$ cat config.mk
export PLATFORM = sky130hd
export DESIGN_NAME = bcd_updown_display_flat
export DESIGN_NICKNAME = d
export VERILOG_FILES = /design/src/rtl/display_pkg.sv /design/src/rtl/bcd_updown_display_if.sv /design/src/rtl/seg7_decode.sv /design/src/rtl/bcd_updown_display.sv /design/src/flat_wrapper.sv
export SDC_FILE = /design/constraint.sdc
export NUM_CORES = 1
export LEC_CHECK = 0
export CORE_UTILIZATION = 29
export DETAILED_ROUTE_END_ITERATION = 8
export HOLD_SLACK_MARGIN = 0.08
export PLACE_DENSITY = 0.43
export SYNTH_ARGS = -nofsm -noshare
export SYNTH_HDL_FRONTEND = slang
export SYNTH_SLANG_ARGS = --single-unit
$ cat constraint.sdc
create_clock -name clk -period 4.4 [get_ports clk]
set_clock_uncertainty 0.05 [all_clocks]
set_input_delay 0.88 -clock clk [delete_from_list [all_inputs] [get_ports clk]]
set_output_delay 0.88 -clock clk [all_outputs]
set_load 0.05 [all_outputs]
$ cat src/rtl/display_pkg.sv
// Shared types and constants for the 7-segment display blocks.
// Latency: n/a (types, constants and an elaboration-time helper only).
// Backpressure: n/a.
package display_pkg;

    typedef logic [3:0] bcd_t;
    typedef logic [6:0] seg7_t;     // {a,b,c,d,e,f,g}, a = bit 6, active-low

    localparam seg7_t SEG_BLANK = 7'b1111111;

    localparam seg7_t SEG_DIGIT [10] = '{
        7'b0000001, 7'b1001111, 7'b0010010, 7'b0000110, 7'b1001100,
        7'b0100100, 7'b0100000, 7'b0001111, 7'b0000000, 7'b0000100
    };

    // Binary to packed BCD, up to 8 digits; used only on parameters.
    function automatic logic [31:0] to_bcd(input int unsigned value);
        int unsigned v;
        logic [31:0] r;
        v = value;
        r = '0;
        for (int i = 0; i < 8; i++) begin
            r[4*i +: 4] = 4'(v % 10);
            v = v / 10;
        end
        return r;
    endfunction

endpackage

$ cat src/rtl/bcd_updown_display_if.sv
// Bundle between the push-buttons/display bank and the counter-display block.
// Latency: n/a (wires only).
// Backpressure: none; buttons are free-running levels, outputs are always valid.
// Ports: increment/decrease (button levels), count_bcd, wrap, seg, digit_en.
interface bcd_updown_display_if
    import display_pkg::*;
#(
    parameter int NUM_DIGITS = 2
) ();

    logic                      increment;
    logic                      decrease;
    logic [4*NUM_DIGITS-1:0]   count_bcd;
    logic                      wrap;
    seg7_t                     seg;
    logic [NUM_DIGITS-1:0]     digit_en;

    // master: board side driving buttons and watching the display
    modport master (
        output increment, decrease,
        input  count_bcd, wrap, seg, digit_en
    );

    // slave: the counter/display block
    modport slave (
        input  increment, decrease,
        output count_bcd, wrap, seg, digit_en
    );

endinterface

$ cat src/rtl/seg7_decode.sv
// BCD digit to active-low 7-segment pattern, with forced blank.
// Latency: combinational.
// Backpressure: none.
// Ports: bcd (digit), blank (force all segments off), seg (pattern out).
module seg7_decode
    import display_pkg::*;
(
    input  bcd_t  bcd,
    input  logic  blank,
    output seg7_t seg
);

    always_comb begin
        seg = SEG_BLANK;
        // codes 10..15 are not digits and show as blank
        if (!blank && (bcd < 4'd10)) begin
            seg = SEG_DIGIT[bcd];
        end
    end

endmodule

$ cat src/rtl/bcd_updown_display.sv
// Up/down BCD counter driven by button edges, with multiplexed 7-segment scan.
// Latency: button edge registered at edge N -> count at N+2 -> seg/digit_en at N+3.
// Backpressure: none; every detected edge is acted on, bounces included.
// Ports: clk, reset (sync, active-high), bus (slave: buttons in, count/wrap/display out).
module bcd_updown_display
    import display_pkg::*;
#(
    parameter int NUM_DIGITS = 2,
    parameter int MAX_VALUE  = 63,
    parameter int WRAP       = 1,
    parameter int SCAN_DIV   = 50000,
    parameter int LZ_BLANK   = 1
) (
    input  logic clk,
    input  logic reset,
    bcd_updown_display_if.slave bus
);

    localparam int CW = 4 * NUM_DIGITS;
    localparam int PW = (SCAN_DIV > 1) ? $clog2(SCAN_DIV) : 1;
    localparam int IW = (NUM_DIGITS > 1) ? $clog2(NUM_DIGITS) : 1;

    localparam logic [CW-1:0] MAX_BCD  = CW'(to_bcd(MAX_VALUE));
    localparam logic [PW-1:0] PRE_LAST = PW'(SCAN_DIV - 1);
    localparam logic [IW-1:0] IDX_LAST = IW'(NUM_DIGITS - 1);

    // ---------------- button synchronisers and edge detect ----------------
    // [0],[1] form the synchroniser, [2] is the delay flop for edge detect.
    logic [2:0] inc_sync;
    logic [2:0] dec_sync;
    logic       up_p;
    logic       dn_p;

    always_ff @(posedge clk) begin
        if (reset) begin
            inc_sync <= '0;
            dec_sync <= '0;
        end else begin
            inc_sync <= {inc_sync[1:0], bus.increment};
            dec_sync <= {dec_sync[1:0], bus.decrease};
        end
    end

    assign up_p = inc_sync[1] & ~inc_sync[2];
    assign dn_p = dec_sync[1] & ~dec_sync[2];

    // ---------------- BCD +1 / -1 with ripple carry/borrow ----------------
    logic [CW-1:0]         count_q;
    logic [CW-1:0]         inc_val;
    logic [CW-1:0]         dec_val;
    logic [NUM_DIGITS-1:0] carry;       // carry into digit i
    logic [NUM_DIGITS-1:0] borrow;      // borrow into digit i
    logic [NUM_DIGITS-1:0] upper_zero;  // digits i and above are all zero
    bcd_t                  digit [NUM_DIGITS];

    assign carry[0]  = 1'b1;
    assign borrow[0] = 1'b1;

    for (genvar i = 0; i < NUM_DIGITS; i++) begin : g_digit
        assign digit[i] = count_q[4*i +: 4];

        assign inc_val[4*i +: 4] = !carry[i]            ? digit[i] :
                                   (digit[i] == 4'd9)   ? 4'd0     : digit[i] + 4'd1;
        assign dec_val[4*i +: 4] = !borrow[i]           ? digit[i] :
                                   (digit[i] == 4'd0)   ? 4'd9     : digit[i] - 4'd1;

        assign upper_zero[i] = (count_q[CW-1:4*i] == '0);

        if (i < NUM_DIGITS - 1) begin : g_chain
            assign carry[i+1]  = carry[i]  & (digit[i] == 4'd9);
            assign borrow[i+1] = borrow[i] & (digit[i] == 4'd0);
        end
    end

    // ---------------- count register ----------------
    logic wrap_q;
    logic at_max;
    logic at_zero;

    assign at_max  = (count_q == MAX_BCD);
    assign at_zero = (count_q == '0);

    always_ff @(posedge clk) begin
        if (reset) begin
            count_q <= '0;
            wrap_q  <= 1'b0;
        end else begin
            wrap_q <= 1'b0;
            // simultaneous up and down cancel out
            if (up_p && !dn_p) begin
                if (at_max) begin
                    wrap_q <= 1'b1;
                    if (WRAP != 0) count_q <= '0;
                end else begin
                    count_q <= inc_val;
                end
            end else if (dn_p && !up_p) begin
                if (at_zero) begin
                    wrap_q <= 1'b1;
                    if (WRAP != 0) count_q <= MAX_BCD;
                end else begin
                    count_q <= dec_val;
                end
            end
        end
    end

    // ---------------- digit scan ----------------
    logic [PW-1:0]         pre_q;
    logic [IW-1:0]         idx_q;
    seg7_t                 seg_q;
    seg7_t                 seg_d;
    logic [NUM_DIGITS-1:0] en_q;
    logic                  lz;

    // digit 0 is always shown so a zero count still displays "0"
    assign lz = (LZ_BLANK != 0) && (idx_q != '0) && upper_zero[idx_q];

    seg7_decode u_dec (
        .bcd   (digit[idx_q]),
        .blank (lz),
        .seg   (seg_d)
    );

    always_ff @(posedge clk) begin
        if (reset) begin
            pre_q <= '0;
            idx_q <= '0;
            seg_q <= SEG_BLANK;
            en_q  <= '1;
        end else begin
            if (pre_q == PRE_LAST) begin
                pre_q <= '0;
                idx_q <= (idx_q == IDX_LAST) ? '0 : idx_q + IW'(1);
            end else begin
                pre_q <= pre_q + PW'(1);
            end
            // seg and enable both come from the same idx, so they stay aligned
            seg_q <= seg_d;
            en_q  <= ~(NUM_DIGITS'(1) << idx_q);
        end
    end

    assign bus.count_bcd = count_q;
    assign bus.wrap      = wrap_q;
    assign bus.seg       = seg_q;
    assign bus.digit_en  = en_q;

endmodule

$ cat src/flat_wrapper.sv
// flat-port wrapper written by rule: the top's interface ports become plain ports
module bcd_updown_display_flat import display_pkg::*;
#(
    parameter int NUM_DIGITS = 2,
    parameter int MAX_VALUE  = 63,
    parameter int WRAP       = 1,
    parameter int SCAN_DIV   = 50000,
    parameter int LZ_BLANK   = 1
)
  (clk, reset, bus_increment, bus_decrease, bus_count_bcd, bus_wrap, bus_seg, bus_digit_en);
  bcd_updown_display_if #(.NUM_DIGITS(NUM_DIGITS)) bus_i ();
  input  logic clk;
  input  logic reset;
  input wire logic [$bits(bus_i.increment)-1:0] bus_increment;
  input wire logic [$bits(bus_i.decrease)-1:0] bus_decrease;
  output wire logic [$bits(bus_i.count_bcd)-1:0] bus_count_bcd;
  output wire logic [$bits(bus_i.wrap)-1:0] bus_wrap;
  output wire logic [$bits(bus_i.seg)-1:0] bus_seg;
  output wire logic [$bits(bus_i.digit_en)-1:0] bus_digit_en;
  assign bus_i.increment = bus_increment;
  assign bus_i.decrease = bus_decrease;
  assign bus_count_bcd = bus_i.count_bcd;
  assign bus_wrap = bus_i.wrap;
  assign bus_seg = bus_i.seg;
  assign bus_digit_en = bus_i.digit_en;
  bcd_updown_display #(.NUM_DIGITS(NUM_DIGITS), .MAX_VALUE(MAX_VALUE), .WRAP(WRAP), .SCAN_DIV(SCAN_DIV), .LZ_BLANK(LZ_BLANK)) u_core (.clk(clk), .reset(reset), .bus(bus_i));
endmodule
==> results of run 1 <==
-- metrics by stage --
stage          hold slack [ns]  worst slack, ns  cells  cell area [um2]   util
3_5_place_dp             0.386             1.60    360             2410  0.349
6_report                 0.397             1.66    368             2490  0.361
4_1_cts                  0.400             1.64    368             2490  0.361
5_1_grt                  0.428             1.55    368             2490  0.361
3_3_place_gp             0.378             1.65    360             2410  0.349
2_1_floorplan            0.363             2.09    253             2110      -
-- layout by cell type (no fill, tap or decap), types with 6 or more instances in the layout --
cell type	synthesis	routed
dfxtp_1	41	41
nor2_1	30	30
clkdlybuf4s50_1	0	21
a21oi_1	20	20
nand2_1	17	17
inv_1	16	16
o21ai_0	13	13
ha_1	13	13
xnor2_1	10	10
nand2b_1	9	9
nand3_1	9	9
nor3_1	8	8
nor2b_1	6	6
and3_1	6	6
-- layer usage --
metal	share of wire	GRT usage	up-vias	routed length (um)
met4	0.0086	0.0358	0	38
met5	0	0	-	0
li1	-	-	900	-
met3	0.041	0.0313	4	180
met1	0.52	0.181	791	2300
met2	0.43	0.196	35	1900
-- area by class of cell --
class	count	area, um2
clock inverters	1	7.51
clock buffers	7	76.3
flip-flops and latches	41	821
fillers	746	4410
well taps	96	120
multi-input cells	185	1190
repair buffers	22	218
inverters	16	60.1
-- worst min-delay path by stage --
stage | end | slack, ns | cells after the start
2_1_floorplan | u_core.pre_q[0] | 0.36 | 1
3_3_place_gp | u_core.inc_sync[1] | 0.38 | 1
3_5_place_dp | u_core.inc_sync[1] | 0.39 | 1
4_1_cts | u_core.pre_q[0] | 0.40 | 1
5_1_grt | u_core.pre_q[0] | 0.43 | 1
6_report | u_core.pre_q[0] | 0.40 | 1
-- sequential cells by signal, indices dropped and copies added (netlist names) --
name / flops
u_core.bus.count_bcd: 8
u_core.pre_q: 16
u_core.inc_sync: 3
u_core.idx_q: 1
u_core.bus.wrap: 1
u_core.dec_sync: 3
u_core.bus.digit_en: 2
u_core.bus.seg: 7
-- logic make-up (layout without fill, tap and decap cells) --
| logic type | count (synthesis) | after routing | synth area share |
|---|---|---|---|
| simple gates | 103 | 103 | 0.251 |
| flops | 41 | 41 | 0.388 |
| compound gates | 49 | 49 | 0.149 |
| buf+inv | 27 | 46 | 0.0485 |
| xor+xnor | 15 | 15 | 0.0621 |
| mux | 5 | 5 | 0.0243 |
| fa+ha+maj | 13 | 13 | 0.0769 |
-- where the power goes --
| part | internal [W] | switching, W |
|---|---|---|
| Combinational | 0.0000807 | 0.000135 |
| Sequential | 0.000391 | 0.0000261 |
| Clock | 0.000112 | 0.000129 |
| Total | 0.000584 | 0.000290 |
==> run summary, run 1 <==
status: completed
H-tree levels: 2
Syn Inst Count: 253
Post-Syn Area: 2110 um2
IO buf count: 21
critical path cell sequence: clkdlybuf4s50_1
first-pass GRT wire length: 7820 um
worst slew pin tran: 0.702 ns
Syn Nets: 270
Clock Path Buffers: 2
main area contributors after synthesis: dfxtp_1 (39%), ha_1 (7.7%), nor2_1 (5.3%)
DR vias: 1730
gr usage total: 0.129
Max VDD drop: 0.141 mV
r2r worst-path depth: 6
Routed WL per cell: 12.0 um
Die Height: 87.4 um
WP buf/inv: 1
cell with the most instances after synthesis: dfxtp_1
top achievable clock speed: 364 MHz
layout cells sized above 1: 0.0478
Ys Warns: 0
slowest stage cell, crit path: clkdlybuf4s50_1
worst path required time: 3.47 ns
Hold WC Path Type: reg -> reg
Row Count: 30
EDFF count, synth: 0
nets@finish: 288
Setup TNS Final: 0 ns
share of Yosys cell area claimed by the top area cell type: 0.388
Final HPWL DP: 3140 um
vias per cell: 4.70
RSZ-0062 raised after global routing: no
max cap viols: 0
clock-pin slew on the worst setup and hold paths: 0.08 ns
worst reg2reg setup slack: 2.23 ns
hold buffer count at CTS: 0
Worst Path Arrival: 1.81 ns
cell depth of the worst setup path: 1
FF-to-FF End: u_core.bus.count_bcd[2]
chip width: 87.4 um
largest area contributor in the netlist: dfxtp_1
worst r2r src: u_core.bus.count_bcd[0]
routability cong.: 0.777
Avg Cell Area, Syn: 8.36 um2
TritonCTS clock tree: yes
Top delay family on crit path: buffers and inverters
final wirelength: 4420 um
IO Pins: 22
clk_lat worst skew: 0.29 ns
full die area: 7640 um2
fin crit period: 2.74 ns
Layout area overhead: 17.9%
Seq cells post-synth: 41
Synth Flop Type: dfxtp_1
post_cts resized: 0
clock tree sinks: 41
Setup Fix Bufs, Post-CTS: 0
Final Cycle Share: 0.624
DR pass1 iterations: 5
register area share after synthesis: 0.388
largest net degree at the start of global routing: 17
slew margin rel.: 0.529
critical path class: reg -> out
Critical Path Start: u_core.bus.count_bcd[6]
Async S/R FF share, synth: 0
Overflow after GRT: 0
CP Max Fanout: 16
HP Start: u_core.pre_q[0]
# diodes: 0
Static Leakage: 0.940 nW
Worst setup endpoint: bus_count_bcd[6]
drt drc: 0
most frequent cells after synthesis: dfxtp_1 (41), nor2_1 (30), a21oi_1 (20)
CP max stage delay: 0.89 ns
Iter 0 DRT Violations: 38
Fin. Hold Viols: 0
Initial Utilization: 0.306
total CTS buffers: 5
vias in the first global route: 1633
Root Buffer: clkbuf_8
Post-DRT Antenna Nets: 0
max-slew violation count: 0
overall power: 0.000874 W
Pwr Density: 351 nW/um2
library cells used by synthesis: 42
CP Capture Type: output port
initial antenna violation count: 0
CP Launch Type: flip-flop
core area: 6910 um2
Setup Viol. Count Final: 0
No activity file was read; power rests on OpenSTA's default activity.
==> run 2: changes to the inputs <==
Settings changed: PLACE_DENSITY 0.43 to 0.45.
Clock period 4.4 ns to 2.3 ns, I/O delays scaled along.
==> run 2 against run 1 <==
- non-clock buffer count grew 11
- first-iteration DRC count down 34%
- sequential share of layout area is 0.96 points lower
- design area is 3.2% higher
- critical path depth unchanged
- flip-flop and latch count is the same
- combinational power rose by 120%
==> run summary, run 2 (synthesized netlist as in run 1, its figures left out) <==
status: completed
initial antenna violation count: 0
Worst Path Arrival: 1.71 ns
P_sw: 0.000577 W
max cap viols: 0
Initial Utilization: 0.306
CP Launch Type: flip-flop
DR vias: 1771
Root Buffer: clkbuf_8
clock tree sinks: 41
worst path required time: 1.79 ns
CP Capture Type: output port
worst slew pin tran: 0.599 ns
commonest non-fill, non-tap cells in the layout: dfxtp_1 (40), nor2_1 (30), a21oi_1 (20), clkdlybuf4s50_1 (18), nand2_1 (17)
CP max stage delay: 0.89 ns
Layout area overhead: 21.7%
Top delay family on crit path: buffers and inverters
Post-DRT Antenna Nets: 0
max-slew violation count: 0
final wirelength: 4480 um
core area: 6910 um2
hold buffer count at CTS: 0
Hold WC Path Type: reg -> reg
Max VDD drop: 0.270 mV
layout cells sized above 1: 0.106
TritonCTS clock tree: yes
largest net degree at the start of global routing: 16
Pwr Density: 667 nW/um2
Fin. Hold Viols: 0
CP Max Fanout: 11
vias in the first global route: 1686
power share of the combinational group: 0.270
routability cong.: 0.773
total CTS buffers: 5
chip width: 87.4 um
top achievable clock speed: 451 MHz
clock-pin slew on the worst setup and hold paths: 0.08 ns
full die area: 7640 um2
first-pass GRT wire length: 7820 um
critical path cell sequence: clkdlybuf4s50_1
fin crit period: 2.22 ns
power share of the clock group: 0.276
Clock Path Buffers: 2
slowest stage cell, crit path: clkdlybuf4s50_1
overall power: 0.00172 W
H-tree levels: 2
nets@finish: 299
commonest non-fill, non-tap cell in the layout: dfxtp_1
critical path class: reg -> out
Setup TNS Final: 0 ns
# diodes: 0
Overflow after GRT: 0
# fillers: 738
max reg flops: 16
slew margin rel.: 0.589
Routed WL per cell: 11.8 um
Int Power: 0.00114 W
vias per cell: 4.67
RSZ-0062 raised after global routing: no
Static Leakage: 1.01 nW
register area: 822 um2
Setup Viol. Count Final: 0
Core Util, Final: 0.372
DR pass1 iterations: 4
drt drc: 0
WP buf/inv: 1
Setup Fix Bufs, Post-CTS: 0
Row Count: 30
Final HPWL DP: 3290 um
largest register by flop count: u_core.pre_q
Final Cycle Share: 0.963
Multi-input gate area: 1190 um2
sequential fraction of design power: 0.455
Switching Share: 0.336
IO buf count: 21
IO Pins: 22
gr usage total: 0.131
placed cells: 371
Die Height: 87.4 um
clk_lat worst skew: 0.29 ns
non-filler instance count after layout: 379
Iter 0 DRT Violations: 25
post_cts resized: 0
run 2: cell types whose count changed in the layout (fill, tap and decap cells not counted), sizes merged:
cell,previous run,this run
buf,1,15
clkdlybuf4s50,21,18
clkbuf,7,5
clkinv,0,2
run 2: path summary, 6_finish.rpt:
check                                        startpoint                      end  slack (ns)  depth (start not counted)
worst max register to register  u_core.bus.count_bcd[1]  u_core.bus.count_bcd[4]        0.25                          6
worst max-delay path            u_core.bus.count_bcd[7]         bus_count_bcd[7]        0.08                          1
worst min register to register       u_core.dec_sync[0]       u_core.dec_sync[1]        0.39                          1
worst min-delay path                 u_core.dec_sync[0]       u_core.dec_sync[1]        0.39                          1
run 2: final cells by class:
| cell class | instances | share of cell area |
|---|---|---|
| inverters | 16 | 0.0233 |
| repair buffers | 33 | 0.114 |
| well taps | 96 | 0.0467 |
| clock inverters | 3 | 0.00681 |
| multi-input cells | 185 | 0.463 |
| flip-flops and latches | 41 | 0.320 |
| clock buffers | 5 | 0.0268 |
run 2: power groups by stage:
stage | clock [W] | sequential [W] | combinational [W]
after global routing | 0.000527 | 0.000788 | 0.000508
after global placement | 0 | 0.000798 | 0.000468
after CTS | 0.000494 | 0.000782 | 0.000466
after detailed placement | 0 | 0.000798 | 0.000465
final | 0.000473 | 0.000781 | 0.000463
after floorplan | 0 | 0.000891 | 0.000219
run 2: stage by stage:
step	setup slack (ns)	hold WS (ns)	area (um2)
after global routing	0.0368	0.417	2570
after floorplan	0.00848	0.363	2120
after global placement	0.295	0.365	2490
final	0.0845	0.391	2570
after detailed placement	0.269	0.378	2490
after CTS	0.0651	0.397	2570
run 2: routing by layer:
| layer | part of all wire | up-vias | routed length (um) | GRT usage |
|---|---|---|---|---|
| li1 | - | 919 | - | - |
| met1 | 0.51 | 824 | 2270 | 0.163 |
| met4 | 0.012 | 0 | 55 | 0.0402 |
| met2 | 0.44 | 24 | 1990 | 0.222 |
| met3 | 0.038 | 4 | 172 | 0.0322 |
| met5 | 0 | - | 0 | 0 |
==> run 3: changes to the inputs <==
Settings changed: CTS_BUF_LIST set to sky130_fd_sc_hd__clkbuf_8, GPL_ROUTABILITY_DRIVEN set to 0, SETUP_SLACK_MARGIN set to 0.3.
==> run 3 against run 2 <==
- total power grew 3.2%
- global-route usage rose by 0.16 points
- die area did not move
- utilization up 0.16 points
- worst setup slack better by 0.25 ns
- sequential power rose by 2%
- clock power is 15% higher
- routed wire length up 2.1%
- cell count is 0.79% lower
- critical path depth increased by 5
- flip-flop and latch count did not move
- non-clock buffer count decreased by 3
- critical path type is now reg -> reg
- highest routed layer unchanged
==> run summary, run 3 (synthesized netlist as in run 1, its figures left out) <==
sequential fraction of design power: 0.447
Routed WL per cell: 12.2 um
Pwr Density: 686 nW/um2
worst r2r src: u_core.bus.count_bcd[0]
status: completed
r2r worst-path depth: 6
power share of the combinational group: 0.245
max reg flops: 16
register area: 832 um2
max-slew violation count: 0
Static Leakage: 1.04 nW
RSZ-0062 raised after global routing: yes
core area: 6910 um2
Row Count: 30
CP Max Fanout: 8
max cap viols: 0
worst reg2reg setup slack: 0.34 ns
# diodes: 0
Clock Path Buffers: 2
Setup TNS Final: 0 ns
chip width: 87.4 um
Root Buffer: clkbuf_8
fin crit period: 1.96 ns
H-tree levels: 2
nets@finish: 296
IO buf count: 21
CP Capture Type: flip-flop
hold depth: 1
# fillers: 783
Worst Path Arrival: 2.14 ns
Max VDD drop: 0.273 mV
clk_lat worst skew: 0.29 ns
first-pass GRT wire length: 7830 um
DR vias: 1759
layout cells sized above 1: 0.118
clock-pin slew on the worst setup and hold paths: 0.09 ns
non-filler instance count after layout: 376
Setup Viol. Count Final: 0
initial antenna violation count: 0
WHS Endpoint: u_core.dec_sync[1]
Hold WC Path Type: reg -> reg
FF-to-FF End: u_core.bus.count_bcd[4]
final wirelength: 4580 um
Final HPWL DP: 3270 um
Overflow after GRT: 0
slew margin rel.: 0.606
worst path required time: 2.48 ns
total CTS buffers: 5
top achievable clock speed: 510 MHz
overall power: 0.00177 W
largest net degree at the start of global routing: 17
TritonCTS clock tree: yes
drt drc: 0
CP Launch Type: flip-flop
P_sw: 0.000583 W
Final Cycle Share: 0.853
placed cells: 368
Die Height: 87.4 um
IO Pins: 22
Initial Utilization: 0.306
Layout area overhead: 22.2%
full die area: 7640 um2
HP Start: u_core.dec_sync[0]
Multi-input gate area: 1200 um2
vias in the first global route: 1644
largest register by flop count: u_core.pre_q
DR pass1 iterations: 4
commonest non-fill, non-tap cells in the layout: dfxtp_1 (36), nor2_1 (30), a21oi_1 (20), nand2_1 (17), inv_1 (16)
Switching Share: 0.329
Int Power: 0.00119 W
worst slew pin tran: 0.575 ns
power share of the clock group: 0.308
gr usage total: 0.133
Post-DRT Antenna Nets: 0
Iter 0 DRT Violations: 67
critical path class: reg -> reg
clock tree sinks: 41
commonest non-fill, non-tap cell in the layout: dfxtp_1
vias per cell: 4.68
Fin. Hold Viols: 0
-- run 3: critical path, stage by stage (launching register included) --
cell and delay (ns):
dfxtp_4 0.39, ha_1 0.18, or3b_4 0.41, o211ai_4 0.22, o211ai_4 0.15, or3b_1 0.36, a21oi_1 0.12
-- run 3: per-stage QoR --
stage	cell area (um2)	hold WS [ns]	worst slack, ns	util
final	2580	0.390	0.339	0.374
after global routing	2580	0.420	0.223	0.374
after CTS	2580	0.394	0.274	0.374
after detailed placement	2470	0.374	0.298	0.358
after global placement	2470	0.366	0.309	0.358
after floorplan	2120	0.363	0.319	-
-- run 3: power by group through the flow --
stage	Combinational, W	Sequential [W]	Clock [W]
2_1_floorplan	0.000219	0.000891	0
3_3_place_gp	0.000435	0.000807	0
3_5_place_dp	0.000431	0.000808	0
4_1_cts	0.000436	0.000792	0.000573
5_1_grt	0.000472	0.000802	0.000601
6_report	0.000434	0.000793	0.000545
-- run 3: per-layer routing --
layer / share of wire / wire length (um) / up-vias / GRT usage
met1: 0.52 / 2370 / 796 / 0.176
met3: 0.036 / 163 / 7 / 0.0313
met5: 0 / 0 / - / 0
li1: - / - / 916 / -
met2: 0.43 / 1980 / 40 / 0.210
met4: 0.014 / 66 / 0 / 0.0447
-- run 3: layout make-up --
type,instances,area share
repair buffers,30,0.102
clock inverters,1,0.00339
clock buffers,7,0.0373
well taps,96,0.0465
flip-flops and latches,41,0.322
inverters,16,0.0232
multi-input cells,185,0.465
-- run 3: worst max path at each step --
stage	slack (ns)	cells after the start	end	from
floorplan	0.32	6	u_core.bus.count_bcd[4]	u_core.bus.count_bcd[0]
global placement	0.31	6	u_core.bus.count_bcd[4]	u_core.bus.count_bcd[1]
detailed placement	0.30	1	bus_count_bcd[5]	u_core.bus.count_bcd[5]
CTS	0.27	1	bus_count_bcd[5]	u_core.bus.count_bcd[5]
global route	0.22	6	u_core.bus.count_bcd[4]	u_core.bus.count_bcd[0]
finish	0.34	6	u_core.bus.count_bcd[4]	u_core.bus.count_bcd[0]
-- run 3: repair_timing --
| item | in CTS | in global routing |
|---|---|---|
| hold buffers | 0 | 0 |
| gates cloned | 0 | 0 |
| endpoints found under the hold margin | 0 | 0 |
| pin swaps | 0 | 1 |
| buffers inserted | 0 | 0 |
| resized for setup | 6 | 6 |
| endpoints found under the setup margin | 6 | 10 |
